$ cat config.mk
export PLATFORM = sky130hd
export DESIGN_NAME = column_render_scheduler
export DESIGN_NICKNAME = d
export VERILOG_FILES = /design/src/rtl/column_render_scheduler.sv
export SDC_FILE = /design/constraint.sdc
export NUM_CORES = 1
export LEC_CHECK = 0
export CORE_ASPECT_RATIO = 0.8
export CORE_MARGIN = 3
export CORE_UTILIZATION = 40
export CTS_CLUSTER_DIAMETER = 200
export DETAILED_ROUTE_END_ITERATION = 7
export GPL_ROUTABILITY_DRIVEN = 0
export PLACE_DENSITY = 0.67
export SLEW_MARGIN = 30
export SYNTH_ARGS = -nofsm -noshare
export SYNTH_HDL_FRONTEND = slang
export SYNTH_SLANG_ARGS = --single-unit
$ cat constraint.sdc
create_clock -name clock -period 3.1 [get_ports clock]
set_clock_uncertainty 0.15 [all_clocks]
set_input_delay 0.62 -clock clock [delete_from_list [all_inputs] [get_ports clock]]
set_output_delay 0.62 -clock clock [all_outputs]
set_load 0.01 [all_outputs]
$ cat src/rtl/column_render_scheduler.sv
// rtl/column_render_scheduler.sv - per-column ceiling/wall/floor sequencer for the shared line drawer
module column_render_scheduler #(
  parameter int          SCREEN_W     = 160,
  parameter int          SCREEN_H     = 120,
  parameter logic [17:0] CEIL_COLOUR  = 18'h0_0FFF,
  parameter logic [17:0] FLOOR_COLOUR = 18'h0_7C00
) (
  input  logic        clock,
  input  logic        reset,
  input  logic        start,
  output logic        done,
  output logic        busy,
  output logic        col_req,
  output logic [7:0]  col_x,
  input  logic        col_valid,
  input  logic [6:0]  col_top,
  input  logic [6:0]  col_bottom,
  input  logic [17:0] col_colour,
  output logic        line_start,
  input  logic        line_done,
  output logic [7:0]  line_x,
  output logic [6:0]  line_min_y,
  output logic [6:0]  line_max_y,
  output logic [17:0] line_colour
);

  localparam logic [3:0] S_IDLE       = 4'd0;
  localparam logic [3:0] S_REQ        = 4'd1;
  localparam logic [3:0] S_CEIL       = 4'd2;
  localparam logic [3:0] S_WAIT_CEIL  = 4'd3;
  localparam logic [3:0] S_WALL       = 4'd4;
  localparam logic [3:0] S_WAIT_WALL  = 4'd5;
  localparam logic [3:0] S_FLOOR      = 4'd6;
  localparam logic [3:0] S_WAIT_FLOOR = 4'd7;
  localparam logic [3:0] S_NEXT       = 4'd8;
  localparam logic [3:0] S_DONE       = 4'd9;

  localparam logic [7:0] LAST_X = 8'(SCREEN_W - 1);
  localparam logic [6:0] LAST_Y = 7'(SCREEN_H - 1);
  localparam logic [6:0] MID_Y  = 7'(SCREEN_H / 2);

  logic [3:0]  state;
  logic [6:0]  top_q;
  logic [6:0]  bot_q;
  logic [17:0] wall_colour;
  logic        wall_empty;
  logic [6:0]  bot_clamped;
  logic        cap_empty;

  assign busy    = (state != S_IDLE);
  assign done    = (state == S_DONE);
  assign col_req = (state == S_REQ);

  // Clamp the incoming bottom row and flag an empty wall before capture
  always_comb begin
    bot_clamped = (col_bottom > LAST_Y) ? LAST_Y : col_bottom;
    cap_empty   = (col_top > bot_clamped);
  end

  // Frame sequencer: one column request, then up to three drawer segments per column
  always_ff @(posedge clock or posedge reset) begin
    if (reset) begin
      state       <= S_IDLE;
      col_x       <= 8'd0;
      top_q       <= 7'd0;
      bot_q       <= 7'd0;
      wall_colour <= 18'd0;
      wall_empty  <= 1'b0;
      line_start  <= 1'b0;
      line_x      <= 8'd0;
      line_min_y  <= 7'd0;
      line_max_y  <= 7'd0;
      line_colour <= 18'd0;
    end else begin
      line_start <= 1'b0;
      case (state)
        S_IDLE: begin
          if (start) begin
            col_x <= 8'd0;
            state <= S_REQ;
          end
        end
        S_REQ: begin
          if (col_valid) begin
            wall_colour <= col_colour;
            wall_empty  <= cap_empty;
            // An empty wall splits the column evenly so ceiling and floor still cover it
            if (cap_empty) begin
              top_q <= MID_Y;
              bot_q <= MID_Y - 7'd1;
            end else begin
              top_q <= col_top;
              bot_q <= bot_clamped;
            end
            state <= S_CEIL;
          end
        end
        S_CEIL: begin
          if (top_q == 7'd0) begin
            state <= S_WALL;
          end else begin
            line_start  <= 1'b1;
            line_x      <= col_x;
            line_min_y  <= 7'd0;
            line_max_y  <= top_q - 7'd1;
            line_colour <= CEIL_COLOUR;
            state       <= S_WAIT_CEIL;
          end
        end
        S_WAIT_CEIL: begin
          if (line_done) state <= S_WALL;
        end
        S_WALL: begin
          if (wall_empty) begin
            state <= S_FLOOR;
          end else begin
            line_start  <= 1'b1;
            line_x      <= col_x;
            line_min_y  <= top_q;
            line_max_y  <= bot_q;
            line_colour <= wall_colour;
            state       <= S_WAIT_WALL;
          end
        end
        S_WAIT_WALL: begin
          if (line_done) state <= S_FLOOR;
        end
        S_FLOOR: begin
          if (bot_q == LAST_Y) begin
            state <= S_NEXT;
          end else begin
            line_start  <= 1'b1;
            line_x      <= col_x;
            line_min_y  <= bot_q + 7'd1;
            line_max_y  <= LAST_Y;
            line_colour <= FLOOR_COLOUR;
            state       <= S_WAIT_FLOOR;
          end
        end
        S_WAIT_FLOOR: begin
          if (line_done) state <= S_NEXT;
        end
        S_NEXT: begin
          if (col_x == LAST_X) begin
            state <= S_DONE;
          end else begin
            col_x <= col_x + 8'd1;
            state <= S_REQ;
          end
        end
        S_DONE: begin
          state <= S_IDLE;
        end
        default: begin
          state <= S_IDLE;
        end
      endcase
    end
  end

endmodule

==> metrics.md <==
| Metric | Value |
|---|---|
| Clk pwr share | 23.0% |
| Routed Antenna Nets | 0 |
| Hold Startpoint | wall_colour[14]$_DFFE_PP0P_ |
| CP Launch Point | state[2]$_DFFE_PP0P_ |
| Layout Cells excl Fill | 650 |
| Slew margin rel. | 56.3% |
| Final Hold Fails | 0 |
| Sw power | 1.77 mW |
| N_diodes | 0 |
| Largest net degree at the start of global routing | 65 |
| Mapped Cells | 426 |
| Least-Margin Pin Slew | around 0.65 ns |
| Die Area | 0.0120 mm² |
| Reg power frac | 36.8% |
| Core box area | 0.0103 mm² |
| Synth warnings | 0 |
| Final period util | 91.2% |
| Final wirelength | 9810 µm |
| Max frequency | 0.354 GHz |
| Top cells by area, synth | dfrtp_1 (50%), mux2_2 (8.2%), nand2_1 (4.8%), o21ai_0 (3.5%), nor2_1 (3.2%) |
| Buffer depth of the longest clock path | 2 |
| CTS root buffer | clkbuf_16 |
| Final setup violation count | 0 |
| CP Cell Sequence | nor2_1 -> and2_1 -> clkdlybuf4s50_1 |
| Setup TNS | 0 ns |
| Die Span X | 122 µm |
| Internal power | 3.30 mW |
| Critical path arrival | 2.06 ns |
| VDD IR max | 0.430 mV |
| DRC viols | 0 |
| Crit end category | output pin |
| Seq/Total Area, Yosys | 50.3% |
| Status | finished, final reports clean |
| WL/cell | 15.1 µm |
| Port bufs | 88 |
| Crit path largest cell delay | between 0.5 and 0.6 ns |
| Average via count per standard cell | 5.17 |
| Fin. max-slew vios | 0 |
| Row cnt | 33 |
| Worst R2R Path Depth | 8 |
| Core Util, Final | 54.3% |
| DR iter-0 viols | 201 |
| Post-DP HPWL | about 7100 µm |
| Via count | 3,358 |
| Post-synthesis async set-or-reset flop share | 100% |
| Critical path launch point type | flip-flop |
| Vias in the first global route | 3,368 |
| Crit path max fanout | 10 |
| Unique cell type count in the Yosys netlist | 46 |
| Fillcell total | 935 |
| Count leader, synth | dfrtp_1 |
| Crit path kind | flip-flop to output pin |
| Initial antenna violation count | 0 |
| Primary FF master, synth | dfrtp_1 |
| RSZ-0062 raised after global routing | false |
| Yosys top cell area share | around half |
| Initial cell density of the core | 41.5% |
| Area delta synth->final | 30.9% |
| H-tree levels | 3 |
| Sink Count | 86 |
| EDFF count, synth | 0 |
| Sw frac | between 30% and 40% |
| PD cells | 905 mW/mm² |
| Fin crit period | 2.83 ns |
| Worst Hold Class | flip-flop to flip-flop |
| Power share of the combinational group | 40.3% |
| RR Startpoint | top_q[0]$_DFFE_PP0P_ |
| CP Data Required Time | around 2.3 ns |
| Overflow after GRT | 0 |
| First-pass GRT wire length | 16,800 µm |
| First drt pass iteration count | 4 |
| Design area | 0.00561 mm² |
| Mapped Nets | 472 |
| CTS clk-pin slew, worst paths | ~0.060 ns |
| Cells on Worst Hold Path | 2 |
| Layout cells sized above 1 | 12.2% |
| Flops & latches, synth | 86 |
| Io pins | 89 |
| Slowest CP cell | clkdlybuf4s50_1 |
| Tot GR Track Use | 17.5% |
| Max_cap viols | 0 |
| Top cell type by total area after synthesis | dfrtp_1 |
| DP Area | ~0.0053 mm² |
| Num CTS Buffers | 9 |
| Worst-Skew Late Latency | 0.34 ns |
| Nets | 552 |
| CTS tree | built |
| Placed insts | 635 |
| Pleak | 2.37 nW |
| Commonest cells post-synth | dfrtp_1 (86), nand2_1 (55), nor2_1 (37), mux2_2 (31), o21ai_0 (30) |
| Die outline height | ~99 µm |
| Pwr Total | 5.07 mW |
| Synthesized area | 0.00428 mm² |
| Syn Area/Cell | 10.1 µm² |
-- sequential cells by signal, summed over array words and instances (netlist names) --
register	flops
wall_empty	1
bot_q	7
line_start	1
col_x	8
wall_colour	18
line_max_y	7
line_min_y	7
line_x	8
top_q	7
line_colour	18
state	4
-- final timing paths --
check	slack, ns	endpoint
setup / recovery	0.27	col_req
hold / removal	0.32	wall_colour[14]$_DFFE_PP0P_
setup reg to reg	0.40	line_x[4]$_DFFE_PP0P_
hold reg to reg	0.32	wall_colour[14]$_DFFE_PP0P_
max in group asynchronous	1.68	state[3]$_DFFE_PP0P_
min in group asynchronous	0.44	line_colour[4]$_DFFE_PP0P_
-- per-stage QoR --
step / hold WS, ns / setup WS [ns]
after global routing: 0.354 / 0.0497
final: 0.324 / 0.274
after detailed placement: 0.312 / -0.0849
after global placement: 0.302 / 0.0238
after floorplan: 0.288 / 0.108
after CTS: 0.327 / 0.256
-- timing repair --
| action | in CTS | in global routing |
|---|---|---|
| hold buffers | 0 | 0 |
| setup endpoints to repair | 0 | 3 |
| setup buffers | 0 | 0 |
| resized for setup | 0 | 1 |
-- worst max-delay path, delay by kind of cell, from the launching register on --
kind,cells,cell delay (ns)
buffers and inverters,1,0.55
DFF,1,0.47
and+or+nand+nor,2,0.69
-- area by class of cell --
class	count	area [µm²]	share of cell area [%]
sequential	86	2150	38.4
multi-input combinational	287	1890	33.8
timing repair buffer	95	958	17.1
clock buffer	12	256	4.58
tap	140	175	3.12
inverter	27	103	1.83
clock inverter	3	67.6	1.21
-- kinds of logic after synthesis --
logic type | after synthesis | synth area share, %
buffers and inverters | 53 | 5.64
DFF | 86 | 50.3
adders and majority gates | 10 | 2.86
AOI/OAI and AO/OA | 86 | 12.7
and+or+nand+nor | 133 | 14.4
muxes | 43 | 11.0
xor gates and xnor gates | 15 | 3.07
-- placed cells by master (no fill, tap or decap), types with 9 or more instances in the layout --
cell type        count
nand2_1             55
a211oi_1            10
mux2_2              31
mux2i_1              9
xnor2_1              9
clkdlybuf4s50_1     88
dfrtp_1             86
nor2_1              37
a21oi_1             20
inv_1               26
clkbuf_16            9
o21ai_0             30
nor3_1              10
ha_1                 9
-- power groups by stage --
stage                     Combinational [mW]  Clock (mW)  Sequential (mW)
after floorplan                         1.30           0             1.86
after global placement                  2.01           0             1.87
after detailed placement                2.04           0             1.88
after CTS                               2.06        1.19             1.87
after global routing                    2.27        1.24             1.93
final                                   2.04        1.16             1.87
-- layer usage --
| metal | share of wire [%] | GRT usage [%] | up-vias | routed length [µm] |
|---|---|---|---|---|
| li1 | - | - | 1629 | - |
| met3 | 5.6 | 4.93 | 8 | 552 |
| met4 | 0.93 | 4.48 | 0 | 91 |
| met5 | 0 | 0 | - | 0 |
| met1 | 48 | 24.9 | 1620 | 4750 |
| met2 | 45 | 26.5 | 101 | 4410 |
(Power assumes the default switching activity.)
